`config.mk`:
```
export PLATFORM = sky130hd
export DESIGN_NAME = ahb_lite_arbiter_n
export DESIGN_NICKNAME = d
export VERILOG_FILES = /design/src/rtl/ahb_lite_arbiter_n.sv
export SDC_FILE = /design/constraint.sdc
export NUM_CORES = 1
export LEC_CHECK = 0
export CAP_MARGIN = 10
export CORE_AREA = 5 5 131 133
export CTS_BUF_LIST = sky130_fd_sc_hd__clkbuf_4
export CTS_CLUSTER_DIAMETER = 60
export DETAILED_ROUTE_END_ITERATION = 12
export DIE_AREA = 0 0 136 138
export PLACE_DENSITY = 0.6
export RECOVER_POWER = 50
export SLEW_MARGIN = 30
export SYNTH_ARGS = -nofsm -noshare
export SYNTH_HDL_FRONTEND = slang
export SYNTH_SLANG_ARGS = --single-unit
export TNS_END_PERCENT = 1
```
`constraint.sdc`:
```
create_clock -name clk -period 1.8 [get_ports clk]
set_input_delay 0.36 -clock clk [delete_from_list [all_inputs] [get_ports clk]]
set_output_delay 0.36 -clock clk [all_outputs]
set_load 0.02 [all_outputs]
```
`src/rtl/ahb_lite_arbiter_n.sv`:
```
`default_nettype none
// ahb_lite_arbiter_n: N-master AHB-Lite arbiter/mux, fixed-priority or round-robin,
// handover only at owner-IDLE boundaries, data-phase ownership tracked separately.
module ahb_lite_arbiter_n #(
   parameter int NUM_MASTERS  = 2,
   parameter int ARB_MODE     = 0,
   parameter int PARK_MASTER  = 0,
   parameter int FORCE_MASTER = 1,
   parameter int GW           = (NUM_MASTERS > 1) ? $clog2(NUM_MASTERS) : 1
) (
   input  logic                       clk,
   input  logic                       rst,
   input  logic                       force_req,
   input  logic [2*NUM_MASTERS-1:0]   HTRANS_M,
   input  logic [32*NUM_MASTERS-1:0]  HADDR_M,
   input  logic [32*NUM_MASTERS-1:0]  HWDATA_M,
   input  logic [NUM_MASTERS-1:0]     HWRITE_M,
   input  logic [3*NUM_MASTERS-1:0]   HSIZE_M,
   input  logic [3*NUM_MASTERS-1:0]   HBURST_M,
   input  logic [4*NUM_MASTERS-1:0]   HPROT_M,
   input  logic [NUM_MASTERS-1:0]     HMASTLOCK_M,
   output logic [NUM_MASTERS-1:0]     HREADY_M,
   output logic [32*NUM_MASTERS-1:0]  HRDATA_M,
   output logic [2*NUM_MASTERS-1:0]   HRESP_M,
   input  logic                       HREADY,
   input  logic [31:0]                HRDATA,
   input  logic [1:0]                 HRESP,
   output logic [1:0]                 HTRANS,
   output logic [31:0]                HADDR,
   output logic                       HWRITE,
   output logic [2:0]                 HSIZE,
   output logic [2:0]                 HBURST,
   output logic [3:0]                 HPROT,
   output logic                       HMASTLOCK,
   output logic [31:0]                HWDATA,
   output logic [GW-1:0]              grant
);

   localparam logic [GW-1:0] C_PARK  = PARK_MASTER[GW-1:0];
   localparam logic [GW-1:0] C_FORCE = FORCE_MASTER[GW-1:0];

   if (NUM_MASTERS < 2 || NUM_MASTERS > 8) begin : g_bad_num_masters
      $error("ahb_lite_arbiter_n: NUM_MASTERS must be in 2..8");
   end
   if (PARK_MASTER >= NUM_MASTERS || FORCE_MASTER >= NUM_MASTERS) begin : g_bad_master_idx
      $error("ahb_lite_arbiter_n: PARK_MASTER/FORCE_MASTER out of range");
   end

   logic [GW-1:0] grant_q, grant_d;
   logic [GW-1:0] downer_q, downer_d;
   logic [GW-1:0] last_q, last_d;
   logic [GW-1:0] pick;
   logic          handover;

   logic [NUM_MASTERS-1:0] req;
   logic [1:0]  htrans_a [NUM_MASTERS];
   logic [31:0] haddr_a  [NUM_MASTERS];
   logic [31:0] hwdata_a [NUM_MASTERS];
   logic [2:0]  hsize_a  [NUM_MASTERS];
   logic [2:0]  hburst_a [NUM_MASTERS];
   logic [3:0]  hprot_a  [NUM_MASTERS];

   for (genvar i = 0; i < NUM_MASTERS; i++) begin : g_slice
      localparam logic [GW-1:0] C_IDX = GW'(i);
      assign htrans_a[i] = HTRANS_M[2*i +: 2];
      assign haddr_a[i]  = HADDR_M[32*i +: 32];
      assign hwdata_a[i] = HWDATA_M[32*i +: 32];
      assign hsize_a[i]  = HSIZE_M[3*i +: 3];
      assign hburst_a[i] = HBURST_M[3*i +: 3];
      assign hprot_a[i]  = HPROT_M[4*i +: 4];
      // NONSEQ/SEQ both have bit 1 set; BUSY and IDLE do not request the bus
      assign req[i]      = HTRANS_M[2*i+1];
      // A waiting master is stalled so it keeps its address phase on its own port
      assign HREADY_M[i] = (grant_q == C_IDX) ? HREADY : ~req[i];
      assign HRESP_M[2*i +: 2]   = (downer_q == C_IDX) ? HRESP : 2'b00;
      assign HRDATA_M[32*i +: 32] = HRDATA;
   end

   assign HTRANS    = htrans_a[grant_q];
   assign HADDR     = haddr_a[grant_q];
   assign HWRITE    = HWRITE_M[grant_q];
   assign HSIZE     = hsize_a[grant_q];
   assign HBURST    = hburst_a[grant_q];
   assign HPROT     = hprot_a[grant_q];
   assign HMASTLOCK = HMASTLOCK_M[grant_q];
   assign HWDATA    = hwdata_a[downer_q];
   assign grant     = grant_q;

   always_comb begin
      pick = grant_q;
      if (ARB_MODE == 0) begin
         for (int i = NUM_MASTERS - 1; i >= 0; i--) begin
            if (req[i]) pick = GW'(i);
         end
      end else begin
         // Scan downwards so the nearest requester after last_q is assigned last
         for (int k = NUM_MASTERS; k >= 1; k--) begin
            logic [GW-1:0] idx;
            idx = GW'((int'(last_q) + k) % NUM_MASTERS);
            if (req[idx]) pick = idx;
         end
      end
   end

   always_comb begin
      handover = HREADY && (htrans_a[grant_q] == 2'b00) && !HMASTLOCK_M[grant_q];
      grant_d  = grant_q;
      last_d   = last_q;
      downer_d = HREADY ? grant_q : downer_q;
      if (handover) begin
         if (force_req) begin
            grant_d = C_FORCE;
            if (req[C_FORCE]) last_d = C_FORCE;
         end else if (|req) begin
            grant_d = pick;
            last_d  = pick;
         end
      end
   end

   always_ff @(posedge clk or posedge rst) begin
      if (rst) begin
         grant_q  <= C_PARK;
         downer_q <= C_PARK;
         last_q   <= C_PARK;
      end else begin
         grant_q  <= grant_d;
         downer_q <= downer_d;
         last_q   <= last_d;
      end
   end

endmodule
`default_nettype wire

```
==> results of run 1 <==
## through the flow
step,cell area (µm²),setup slack (ns)
after global placement,3840,-0.272
after global routing,3680,-0.0605
after detailed placement,3840,-0.285
final,3680,-0.00532
after CTS,3690,-0.124
after floorplan,1550,0.154
## worst max-delay path, stage by stage (launching register included)
cell	delay [ns]
dfrtp_2	0.41
buf_12	0.12
buf_16	0.15
mux2_2	0.37
buf_2	0.17
## kinds of logic after synthesis
family          synth area share, %
mux                            58.0
buf+inv                        34.6
simple gates                   3.23
compound gates                0.888
flops                          3.23
## worst max path at each step
stage                    startpoint     endpoint
2_1_floorplan     grant$_DFFE_PP0P_  HREADY_M[1]
3_3_place_gp                 HREADY  HREADY_M[0]
3_5_place_dp                 HREADY  HREADY_M[1]
4_1_cts           grant$_DFFE_PP0P_    HADDR[22]
5_1_grt           grant$_DFFE_PP0P_    HTRANS[0]
6_report       downer_q$_DFFE_PP0P_    HWDATA[9]
## per-layer routing
layer / global-route usage (%) / vias up
li1: - / 905
met1: 6.83 / 863
met2: 17.7 / 183
met3: 4.21 / 19
met4: 2.92 / 0
met5: 0 / -
## sequential cells by signal, summed over array words and instances (netlist names)
name	count
downer_q	1
grant	1
## cell type report
type | count | area, µm² | share of cell area, %
Antenna cell | 1 | 2.50 | 0.0681
Clock buffer | 4 | 30.0 | 0.817
Inverter | 2 | 7.51 | 0.204
Multi-Input combinational cell | 91 | 967 | 26.3
Sequential cell | 2 | 52.6 | 1.43
Tap cell | 216 | 270 | 7.35
Timing Repair Buffer | 263 | 2350 | 63.8
## power breakdown
part	internal (W)	total (W)	switching, W
Clock	0.0000978	0.000131	0.0000333
Combinational	0.00114	0.00206	0.000926
Sequential	0.0000585	0.0000772	0.0000187
## synthesized netlist by cell type
library cell  number
a21oi_1            1
and2_1             2
buf_2              9
buf_4             64
clkbuf_1           1
dfrtp_1            2
inv_1              1
inv_2              1
mux2_2            79
mux2i_1            1
nand4_1            1
nor2_1             3
nor2b_1            2
o2bb2ai_1          1
or4_1              1
## what timing repair did
action	4_1_cts	5_1_grt
resized for setup	310	51
setup buffers	2	3
setup endpoints to repair	83	50
gates cloned	3	0
==> summary.md, run 1 <==
| Metric | Value |
|---|---|
| Status | finished with violations |
| Failing checks | setup timing |
| Initial core utilization | 9.87% |
| Fin crit share | 100% |
| Final WL | 8900 µm |
| RSZ-0062 raised after global routing | yes |
| Drt pass-1 iters | 4 |
| Clk root buf | clkbuf_4 |
| Seq/Total Area, Yosys | 3.23% |
| Crit start category | register |
| Core area | 15,700 µm² |
| Clk Latency, worst-skew pair | 0.24 ns |
| Synth warn | 0 |
| First-pass GRT wire length | 12,800 µm |
| Die ar. | 18,800 µm² |
| Worst EP arrival | 1.45 ns |
| Rel. slew slack | 84.5% |
| M1 WL | 2470 µm |
| Ranking of synthesized cells by area | mux2_2, buf_4, dfrtp_1 |
| Critical R2R Capture | downer_q$_DFFE_PP0P_ |
| Total number of vias | 1,970 |
| Cell depth of the worst flop-to-flop path | 4 |
| Total track usage | 8.64% |
| I/O Buffers | 246 |
| Met2 wire len | 4920 µm |
| Yosys reg bits | 2 |
| Fin. Hold Viols | 0 |
| Setup CP Type | reg2out |
| Placed cells | 566 |
| VDD IR-drop max | 0.000298 V |
| Hold slack | 0.416 ns |
| Most common cell after layout, fill and taps aside | clkdlybuf4s50_1 |
| Row cnt | 46 |
| Reg2reg setup slack | 0.58 ns |
| Synth area leader | mux2_2 |
| Max Cap Viol | 0 |
| Critical Path RT | 1.44 ns |
| Htree depth | 1 |
| Synthesized instance count | 169 |
| Fmax | 0.554 GHz |
| Library cells used by synthesis | 15 |
| Fin crit period | 1.81 ns |
| Met3 Routed Length | 1330 µm |
| Setup TNS | -0.00532 ns |
| Post-DP HPWL | 7330 µm |
| Layout cells sized above 1 | 51.9% |
| Max Used Layer | met4 |
| Post-Syn Area | 1550 µm² |
| Worst Path Max Fanout | 18 |
| Setup Viol. Count Final | 1 |
| Worst slew pin tran | 0.231 ns |
| Vias in the first global route | 2,295 |
| Num CTS Buffers | 3 |
| GP Congestion | 0.769 |
| Leakage | 1.52 nW |
| Post-route ant nets | 0 |
| Final-report max-slew violation count | 0 |
| Mapped Nets | 363 |
| CTS tree | yes |
| Hold crit path type | in2async |
| Filler Cells Inserted | 1,701 |
| Final setup margin | -0.00532 ns |
| Vias per cell | 3.40 |
| Final std cells w/o fill | 579 |
| Final net count | 557 |
| Tot Pwr | 0.00227 W |
| Detailed router's first-iteration violation count | 11 |
| Post-synthesis average cell area | 9.17 µm² |
| Util after Layout | 23.4% |
| Crit end category | primary output |
| Area delta synth->final | 137% |
| CTS Buffer Depth | 2 |
| Die height | 138 µm |
| Yosys top cell area share | 57.4% |
| DIE WIDTH | 136 µm |
| Clk slew on worst S/H paths | 0.04 ns |
| CTS Hold Bufs | 0 |
| Most frequent cells in the layout | clkdlybuf4s50_1, mux2_2, buf_2 |
| Clock Sinks | 2 |
| I/O Pins | 343 |
| Worst Skew | 0.00827 ns |
| Post-route DRC violation count | 0 |
| Initial antenna violation count | 1 |
| Wire length per cell | 15.4 µm |
| Grt ovf | 0 |
| Largest net degree at the start of global routing | 21 |
| P per Cell Area | 617 nW/µm² |
| R2r startpoint | grant$_DFFE_PP0P_ |
Note: power is estimated with default switching activity, not from simulation.
==> inputs of run 2 (changes only) <==
- CORE_AREA: 5 5 131 133 -> 2 2 132 134
- DIE_AREA: 0 0 136 138 -> 0 0 134 136
- PLACE_DENSITY: 0.6 -> 0.58
- SETUP_SLACK_MARGIN: unset -> 0.5
==> run 2 against run 1 <==
Effect of this change: the run still ends with setup timing left; clock power down 4%; non-clock buffer count grew 5; clock skew grew 0.0015 ns; wire length decreased by 9.6%; fmax grew 0.24%; worst hold slack improved by 0.0046 ns; setup slack better by 0.0044 ns; sequential cell count unchanged.
==> summary.md, run 2 (same netlist as run 1, synthesis figures left out) <==
| Metric | Value |
|---|---|
| Critical path depth | 4 |
| Worst slew pin tran | 0.203 ns |
| Crit start category | register |
| Tot Pwr | 0.00283 W |
| Total track usage | 7.58% |
| Post-route DRC violation count | 0 |
| Die ar. | 18,200 µm² |
| Htree depth | 1 |
| Most frequent cells in the layout | clkdlybuf4s50_1, buf_6, mux2_4 |
| Num CTS Buffers | 3 |
| Fin crit period | 1.80 ns |
| Final WL | 8040 µm |
| Post-route ant nets | 0 |
| Die height | 136 µm |
| P per Cell Area | 645 nW/µm² |
| Total number of vias | 1,968 |
| I/O Buffers | 246 |
| Layout cells sized above 1 | 54.5% |
| Hold crit path type | in2async |
| RSZ-0062 raised after global routing | yes |
| CTS tree | yes |
| Critical-path cell list | buf_6, buf_16, mux2_4, buf_2 |
| GP Congestion | 0.775 |
| Final-report max-slew violation count | 0 |
| Detailed router's first-iteration violation count | 13 |
| Status | finished with violations |
| First-pass GRT wire length | 10,700 µm |
| Setup Viol. Count Final | 2 |
| Row cnt | 48 |
| Max Cap Viol | 0 |
| CTS Hold Bufs | 0 |
| Core area | 16,900 µm² |
| Wire length per cell | 13.6 µm |
| Drt pass-1 iters | 2 |
| Setup TNS | -0.00154 ns |
| Initial core utilization | 9.19% |
| Placed cells | 573 |
| I/O Pins | 343 |
| Worst Path Max Fanout | 12 |
| Area delta synth->final | 183% |
| Fmax | 0.555 GHz |
| Fin. Hold Viols | 0 |
| Vias per cell | 3.32 |
| Clk root buf | clkbuf_4 |
| Critical Path RT | 1.44 ns |
| Multi-input logic area | 1250 µm² |
| DIE WIDTH | 134 µm |
| Vias in the first global route | 2,047 |
| Final setup margin | -0.000922 ns |
| Clock Sinks | 2 |
| Rel. slew slack | 86.4% |
| Filler Cells Inserted | 1,744 |
| Setup CP Type | reg2out |
| Max incr delay on CP | 0.46 ns |
| Clk Latency, worst-skew pair | 0.23 ns |
| Leakage | 1.97 nW |
| Family with the most delay on the worst path | flip-flops |
| Worst Skew | 0.00981 ns |
| Initial antenna violation count | 0 |
| Register area | 52.6 µm² |
| Crit end category | primary output |
| Largest net degree at the start of global routing | 28 |
| Clk slew on worst S/H paths | 0.04 ns |
| VDD IR-drop max | 0.000242 V |
| Grt ovf | 0 |
| Fin crit share | 100% |
| Post-DP HPWL | 6810 µm |
| Final std cells w/o fill | 593 |
| Most common cell after layout, fill and taps aside | clkdlybuf4s50_1 |
| Final net count | 562 |
| Worst EP arrival | 1.44 ns |
| Slowest-stage cell, CP | dfrtp_2 |
| CTS Buffer Depth | 2 |
| WP buf/inv | 3 |
| Cell depth of the worst flop-to-flop path | 3 |
| Failing checks | setup timing |
==> run 2: worst paths after layout <==
kind                                      start                   end  slack, ns
hold / removal                              rst     grant$_DFFE_PP0P_       0.42
hold reg to reg            downer_q$_DFFE_PP0P_  downer_q$_DFFE_PP0P_       0.88
max in group asynchronous                   rst  downer_q$_DFFE_PP0P_       1.25
setup / recovery              grant$_DFFE_PP0P_             HADDR[28]    -0.0009
min in group clk                      HRDATA[5]          HRDATA_M[37]       0.72
setup reg to reg              grant$_DFFE_PP0P_  downer_q$_DFFE_PP0P_       0.59
==> run 2: area by class of cell <==
class	count	area share (%)
diodes	1	0.0570
clock buffers	4	0.684
well taps	225	6.41
flip-flops and latches	2	1.20
inverters	2	0.171
multi-input cells	91	28.5
repair buffers	268	62.9
==> run 2: routing by layer <==
metal / part of all wire (%) / track usage, % / vias to the layer above
li1: - / - / 915
met1: 30 / 6.48 / 866
met2: 56 / 16.0 / 172
met3: 12 / 2.87 / 15
met4: 2.2 / 2.01 / 0
met5: 0 / 0 / -
==> run 2: per-stage QoR <==
| stage | area, µm² | worst slack [ns] | utilization (%) | hold WS (ns) |
|---|---|---|---|---|
| finish | 4390 | -0.000922 | 26.0 | 0.421 |
| global route | 4390 | -0.0483 | 26.0 | 0.420 |
| CTS | 4060 | -0.0599 | 24.1 | 0.282 |
| detailed placement | 4030 | -0.297 | 23.9 | 0.529 |
| global placement | 4030 | -0.279 | 23.9 | 0.531 |
| floorplan | 1780 | 0.356 | - | 0.101 |
==> run 2: report_power, final <==
group	leakage [nW]	internal, W	switching (W)
logic	1.93	0.00160	0.00102
registers	0.0201	0.0000585	0.0000261
clock network	0.0184	0.0000975	0.0000285
==> run 2: what timing repair did <==
| item | in CTS | in global routing |
|---|---|---|
| endpoints found under the setup margin | 86 | 86 |
| resized for setup | 401 | 115 |
| pin swaps | 4 | 2 |
| gates cloned | 1 | 1 |
| setup buffers | 4 | 9 |
==> inputs of run 3 (changes only) <==
- GPL_TIMING_DRIVEN: unset -> 0
==> run 3 against run 2 <==
Effect of this change: the run now ends clean; setup slack improved by 0.0082 ns; clock skew increased by 0.00083 ns; non-clock buffer count grew 122; sequential cell count did not move; worst hold slack is essentially flat; fmax up 0.46%; design area rose by 17%; wire length is 22% higher; cell count rose by 21%.
==> summary.md, run 3 (same netlist as run 1, synthesis figures left out) <==
| Metric | Value |
|---|---|
| Status | completed |
| Filler Cells Inserted | 1,784 |
| Wire length per cell | 13.7 µm |
| Total track usage | 9.49% |
| Setup CP Type | reg2out |
| Die ar. | 18,200 µm² |
| Clk root buf | clkbuf_4 |
| Row cnt | 48 |
| DIE WIDTH | 134 µm |
| Vias per cell | 3.43 |
| Worst slew pin tran | 0.275 ns |
| First-pass GRT wire length | 13,400 µm |
| Num CTS Buffers | 3 |
| Sequential fraction of design power | 2.2% |
| Post-DP HPWL | 8710 µm |
| Tot Pwr | 0.00314 W |
| Initial core utilization | 9.19% |
| Switching part of the total | 39.1% |
| P per Cell Area | 613 nW/µm² |
| Fmax | 0.558 GHz |
| CTS Buffer Depth | 2 |
| Int Power | 0.00191 W |
| RSZ-0062 raised after global routing | yes |
| Final net count | 684 |
| I/O Buffers | 310 |
| R2r startpoint | grant$_DFFE_PP0P_ |
| Hold crit path type | in2async |
| Most common cell after layout, fill and taps aside | clkdlybuf4s50_1 |
| Final-report max-slew violation count | 0 |
| Fin crit share | 99.6% |
| Critical Path RT | 1.44 ns |
| Register area | 51.3 µm² |
| Fin crit period | 1.79 ns |
| Grt ovf | 0 |
| Slowest-stage cell, CP | dfrtp_2 |
| Crit start category | register |
| Worst Path Max Fanout | 10 |
| Htree depth | 1 |
| Hold slack | 0.421 ns |
| VDD IR-drop max | 0.000222 V |
| Cell depth of the worst flop-to-flop path | 3 |
| CTS tree | yes |
| Post-route DRC violation count | 0 |
| I/O Pins | 343 |
| Drt pass-1 iters | 3 |
| Total number of vias | 2,451 |
| Detailed router's first-iteration violation count | 19 |
| Worst slack, placed | -0.340 ns |
| GR peak layer | met2 |
| WP buf/inv | 3 |
| Post-route ant nets | 0 |
| Met1 global-route usage | 8.33% |
| Worst Skew | 0.0106 ns |
| Vias in the first global route | 2,615 |
| Largest net degree at the start of global routing | 11 |
| Clk slew on worst S/H paths | 0.04 ns |
| Family with the most delay on the worst path | buffers and inverters |
| Setup TNS | 0 ns |
| GP Congestion | 0.772 |
| Critical-path cell list | clkbuf_16, buf_8, mux2_4, buf_2 |
| Setup Viol. Count Final | 0 |
| Critical R2R Capture | downer_q$_DFFE_PP0P_ |
| Final WL | 9800 µm |
| Max Cap Viol | 0 |
| Layout cells sized above 1 | 56.2% |
| Area delta synth->final | 230% |
| P_sw | 0.00123 W |
| Clock Sinks | 2 |
| Met3 GRT Util | 2.91% |
| Multi-input logic area | 1220 µm² |
| Combinational share of power | 93.8% |
| Most frequent cells in the layout | clkdlybuf4s50_1, buf_4, mux2_4 |
| Grt met2 use | 21.2% |
| Fin. Hold Viols | 0 |
| Max incr delay on CP | 0.41 ns |
| Crit end category | primary output |
| Die height | 136 µm |
| Final setup margin | 0.00727 ns |
| Initial antenna violation count | 1 |
| Clock power frac | 4.0% |
| Clk Latency, worst-skew pair | 0.23 ns |
| Worst EP arrival | 1.43 ns |
| Reg2reg setup slack | 0.54 ns |
| Core area | 16,900 µm² |
| Leakage | 2.40 nW |
| Rel. slew slack | 81.8% |
run 3: cell types whose count changed in the layout (fill, tap and decap cells not counted), sizes merged:
cell | before | now
dlygate4sd2 | 3 | 2
buf | 106 | 182
clkbuf | 4 | 50
bufbuf | 0 | 1
run 3: worst max path at each step:
stage / end / depth (start not counted) / start / slack [ns]
floorplan: HADDR[0] / 3 / grant$_DFFE_PP0P_ / 0.36
global placement: HREADY_M[1] / 4 / HREADY / -0.31
detailed placement: HWDATA[25] / 4 / downer_q$_DFFE_PP0P_ / -0.34
CTS: HADDR[18] / 4 / grant$_DFFE_PP0P_ / -0.02
global route: HWDATA[17] / 5 / downer_q$_DFFE_PP0P_ / -0.05
finish: HADDR[13] / 4 / grant$_DFFE_PP0P_ / 0.007
run 3: stage by stage:
step / cell area [µm²] / cells / util (%)
after CTS: 5100 / 714 / 30.2
after detailed placement: 5160 / 704 / 30.6
after global placement: 5160 / 704 / 30.6
final: 5120 / 715 / 30.3
after global routing: 5110 / 714 / 30.3
after floorplan: 1780 / 169 / -
run 3: area by class of cell:
type	instances	share of cell area [%]
Antenna cell	1	0.0489
Buffer	74	13.1
Tap cell	225	5.50
Timing Repair Buffer	316	55.7
Inverter	2	0.147
Sequential cell	2	1.00
Multi-Input combinational cell	91	23.9
Clock buffer	4	0.587
run 3: timing repair:
action                     CTS  global route
buffers inserted             4             0
setup endpoints to repair  150            85
hold buffers                 0             0
gates resized for setup    520            55
cloned                       2             0
run 3: layer usage:
metal | share of wire [%] | up-vias | wire, µm
met5 | 0.13 | - | 13
met4 | 0.041 | 2 | 4
met3 | 11 | 2 | 1030
met2 | 59 | 183 | 5770
met1 | 30 | 1100 | 2980
li1 | - | 1164 | -
run 3: worst register-to-register path: stages (launching register included):
cell       delay (ns)
dfrtp_2          0.41
clkbuf_16        0.18
bufbuf_16        0.27
mux2_2           0.26
run 3: power by group through the flow:
stage          clock network [W]  logic [W]  registers [W]
3_3_place_gp                   0    0.00267      0.0000642
5_1_grt                 0.000141    0.00308      0.0000683
4_1_cts                 0.000133    0.00287      0.0000675
6_report                0.000126    0.00294      0.0000674
3_5_place_dp                   0    0.00269      0.0000642
2_1_floorplan                  0    0.00146      0.0000678
==> variant 1 (flow settings as in run 2) <==
Set the parameter `ARB_MODE` to 1 (it was 0).
--- a/src/rtl/ahb_lite_arbiter_n.sv
+++ b/src/rtl/ahb_lite_arbiter_n.sv
@@ -5,3 +5,3 @@
    parameter int NUM_MASTERS  = 2,
-   parameter int ARB_MODE     = 0,
+   parameter int ARB_MODE     = 1,
    parameter int PARK_MASTER  = 0,
Check against the original RTL: no difference found for any inputs over 10 cycles, from zero or initial values and one cycle with rst high; that may be too few to reach the edited logic, so the function may still have changed.
==> variant 1 against run 2 <==
Utilization shrank 1.1 points; final area shrank 4.3%; synthesized area grew 4.7%; hold slack lost 10 ps; setup slack gained 14 ps; power grew 14%; sequential cell count is the same; routed wire length shrank 6.8%; count of clock-buffer cells in the layout is the same; critical endpoint is now HADDR[14].
==> variant 1: results (changes against run 2) <==
Non-CTS buffers = 264 (-1.5%)
Placer's final routability congestion estimate = 0.7182 (-7.4%)
Vias in the first global route = 1964 (-4.1%)
Static Leak = 0.001839 uW (-6.6%)
Postcts setup bufs = 5 (+1)
Drt total wl = 7.496 mm (-6.8%)
Synth top cells by count = mux2_2, buf_4, buf_6
FF-to-FF End = grant
Tightest Pin Transition = 205.4 ps (+2.754 ps)
Met3 GRT Util = 2.274% (-0.60 points)
Top cells by area, synth = mux2_2, buf_4, buf_6, dfrtp_1, mux2_4
WL met2 = 4.002 mm (-11%)
First-pass GRT wire length = 10.39 mm (-3.2%)
Met1 wire length = 2.436 mm (+1.1%)
Routing usage on met1 = 7.304% (+0.82 points)
NonClk Buf Share = 63.35% (+0.41 points)
Clock Skews = 5.710 ps (-4.100 ps)
Non-clk invs = 2 (unchanged)
Initial antenna violation count = 0 (unchanged)
Fraction of area in registers = 1.251% (+0.054 points)
Initial DRC count = 4 (-9)
Largest net degree at the start of global routing = 19 (-32%)
CP max stage delay = 430 ps (-30 ps)
Flop pwr share = 2.6% (-0.4 points)
Clock power frac = 4.0% (-0.5 points)
Share of cells above drive strength 1 = 52.75% (-1.7 points)
Resized cells post-CTS = 381 (-5.0%)
Warnings from Yosys = 0 (unchanged)
Cell with the largest stage delay on the worst path = dfrtp_2
M2 GR Usage = 13.73% (-2.3 points)
Net count after synthesis = 364 (+0.28%)
#MultiIn Comb = 92 (+1.1%)
Vias/cell = 3.243 (-2.3%)
Peak supply drop = 0.0005804 V (+140%)
Crit path to = HADDR[14]
Outcome = completed
Sw power = 1280 uW (+19%)
Flop2flop setup slack = 370 ps (-220 ps)
Final net count = 559 (-0.53%)
Worst Path Max Fanout = 6 (-6)
Fillers = 1778 (+1.9%)
DR WL met3 = 930 um (-3.6%)
ClkCell Share = 0.7151% (+0.031 points)
Kind of cell adding the most delay to the critical path = buffers and inverters
Distinct cells, synth = 16 (+1)
R2R depth = 6 (+3)
Total GRT Usage = 7.106% (-0.47 points)
Diodes inserted = 0 (-1)
CTS Hold Bufs = 0 (unchanged)
Area of the multi-input gates = 0.001167 mm2 (-6.8%)
Post-synthesis sequential area ratio = 3.084% (-0.14 points)
Critical Path AT = 1430 ps
Fmax = 559.6 MHz (+0.78%)
Dpl hpwl = 6.087 mm (-11%)
==> variant 1: cell count changes in the layout (fill, tap and decap cells not counted), moves of 4 or more <==
cell,delta
buf_4,+8
mux2_4,-19
buf_2,+18
buf_6,-36
mux2_2,+19
buf_16,+4
==> variant 1: through the flow <==
step	area (um2)	std cells	total power [uW]	hold slack, ps	worst slack (ps)
floorplan	1813	170	1874	101.1	372.5
global placement	4054	576	2786	516.1	-255.4
detailed placement	4054	576	2808	519.0	-236.4
CTS	4065	589	3122	263.7	3.048
global route	4199	589	3392	424.2	-29.29
finish	4199	589	3221	410.3	13.09
==> variant 1: worst reg2reg max path, stage by stage, from the launching register on <==
cell and delay (ps):
dfrtp_2 430, buf_4 150, buf_12 140, mux2_4 310
buf_4 140, nor2_2 60, a22o_1 130
==> variant 1: cell families after synthesis <==
family	count (synthesis)	share of synthesized area, %
DFF	2	3.084
AOI/OAI and AO/OA	2	0.8479
and+or+nand+nor	10	3.855
muxes	80	55.67
buffers and inverters	76	36.55
==> variant 2 (flow settings as in run 2) <==
Without the edit above. Reset style: synchronous (`rst`), changed in one clocked block.
--- a/src/rtl/ahb_lite_arbiter_n.sv
+++ b/src/rtl/ahb_lite_arbiter_n.sv
@@ -120,3 +120,3 @@
 
-   always_ff @(posedge clk or posedge rst) begin
+   always_ff @(posedge clk) begin
       if (rst) begin
Formal check against the unedited RTL: differs if rst is asserted again (counterexample within 4 cycles, from zero or initial values and one cycle with rst high); with rst held inactive, the same outputs for 10 cycles.
==> variant 2 against run 2 <==
Fmax rose by 1.9%; final area is 1.1% higher; critical path depth grew 1; sequential cell count stayed put; routed wire length up 15%; global-route usage rose by 1.3 points; synthesized area rose by 1.3%; setup slack improved by 34 ps; critical endpoint is now HADDR[1]; critical path type unchanged; hold slack better by 150 ps.
Power is not compared: it rests on default switching activity, and its combinational part moved more than twofold at a synthesized area within 25%.
==> variant 2: results (changes against run 2) <==
Outcome = completed
Post-DP Area = 0.004153 mm2 (+3.2%)
Largest net degree at the start of global routing = 18 (-36%)
Peak supply drop = 0.00007002 V
Flop2flop setup slack = 220 ps (-370 ps)
Clock Skews = 8.927 ps (-0.8833 ps)
CTS root buf = clkbuf_4
Fillers = 1780 (+2.1%)
Placer's final routability congestion estimate = 0.7747 (about the same)
Dpl ws = -283.5 ps (+13.87 ps)
Post-synthesis sequential area ratio = 2.550% (-0.68 points)
Worst Path Max Fanout = 6 (-6)
First-pass GRT wire length = 12.54 mm (+17%)
Ys flop type = dfxtp_1
Kind of cell adding the most delay to the critical path = buffers and inverters
R2R Path Start = grant
Static Leak = 0.001923 uW
Critical Path AT = 1410 ps (-30 ps)
Distinct cells, synth = 17 (+2)
Final net count = 570 (+1.4%)
Routed WL per cell = 15.45 um (+14%)
Net count after synthesis = 366 (+0.83%)
Worst-path clk slew = 40 ps (about the same)
FFs w/ async S/R, synth = 0% (-100 points)
Fmax = 565.9 MHz (+1.9%)
Drt pass-1 iters = 4 (+2)
Share of cells above drive strength 1 = 54.40% (-0.096 points)
Total GRT Usage = 8.891% (+1.3 points)
FF-to-FF End = grant
R2R depth = 5 (+2)
Vias in the first global route = 2193 (+7.1%)
Dpl hpwl = 7.449 mm (+9.4%)
Initial DRC count = 48 (+35)
Met1 wire length = 3.346 mm (+39%)
Tightest Pin Transition = 262.7 ps (+60.01 ps)
Top cells by area, synth = mux2_2, buf_4, buf_2, dfxtp_1, mux2i_1
WL met2 = 5.018 mm (+12%)
Synth top cells by count = mux2_2, buf_4, buf_2
Cell with the largest stage delay on the worst path = dfxtp_4
Diodes inserted = 0 (-1)
Crit path to = HADDR[1]
HP Class = input pin to flop
Port Buf Inserts = 246 (unchanged)
DR vias = 1965 (-0.15%)
DR WL met3 = 753 um (-22%)
CP max stage delay = 350 ps (-110 ps)
[variant 2: changes by cell type in the layout (fill, tap and decap cells not counted), sizes merged, moves of 2 or more]
| cell | delta |
|---|---|
| buf | +5 |
| clkdlybuf4s50 | -3 |
| dlygate4sd2 | -2 |
| dfrtp | -2 |
| dlymetal6s2s | +6 |
| dfxtp | +2 |
[variant 2: cell type report]
cell class	count	area, um2	area share (%)
well taps	225	281.5	6.343
flip-flops and latches	2	47.55	1.071
repair buffers	273	2775	62.53
multi-input cells	95	1300	29.29
inverters	1	3.754	0.08458
clock buffers	4	30.03	0.6766
[variant 2: kinds of logic after synthesis]
| kind of cell | Yosys count | synth area share [%] |
|---|---|---|
| compound gates | 2 | 1.274 |
| buf+inv | 75 | 34.18 |
| flops | 2 | 2.550 |
| mux | 80 | 57.21 |
| simple gates | 13 | 4.781 |
[variant 2: where the power goes]
group          internal [uW]  total [uW]  switching, uW
Clock                   97.5         126           28.7
Sequential              43.1        44.8           1.64
Combinational            647         989            342
[variant 2: stage by stage]
stage | std cells | setup TNS [ps]
floorplan | 172 | 0
global placement | 587 | -11230
detailed placement | 587 | -11710
CTS | 600 | 0
global route | 600 | -59.21
finish | 600 | 0
[variant 2: metal layers]
layer | GRT usage (%) | up-vias
met4 | 2.482 | 0
met3 | 2.573 | 29
met5 | 0 | -
met2 | 16.58 | 107
li1 | - | 940
met1 | 9.783 | 889
[variant 2: how the worst min path moves through the flow]
stage | startpoint | endpoint | cells after the start | slack [ps]
finish | HTRANS_M[0] | grant | 5 | 570
global placement | HRDATA[1] | HRDATA_M[1] | 0 | 720
detailed placement | HRDATA[1] | HRDATA_M[1] | 0 | 720
CTS | HRDATA[1] | HRDATA_M[1] | 0 | 720
global route | HTRANS_M[0] | grant | 5 | 650
floorplan | rst | grant | 1 | 430
[variant 2: worst min-delay path, stage by stage]
cell	delay [ps]
dlymetal6s2s_1	110
buf_4	110
nor4b_1	40
nor2_1	80
nor4_1	50
[variant 2: what timing repair did]
| item | CTS | global route |
|---|---|---|
| pin swaps | 0 | 2 |
| setup buffers | 5 | 0 |
| gates resized for setup | 307 | 195 |
| setup endpoints to repair | 86 | 86 |
| gates cloned | 4 | 0 |
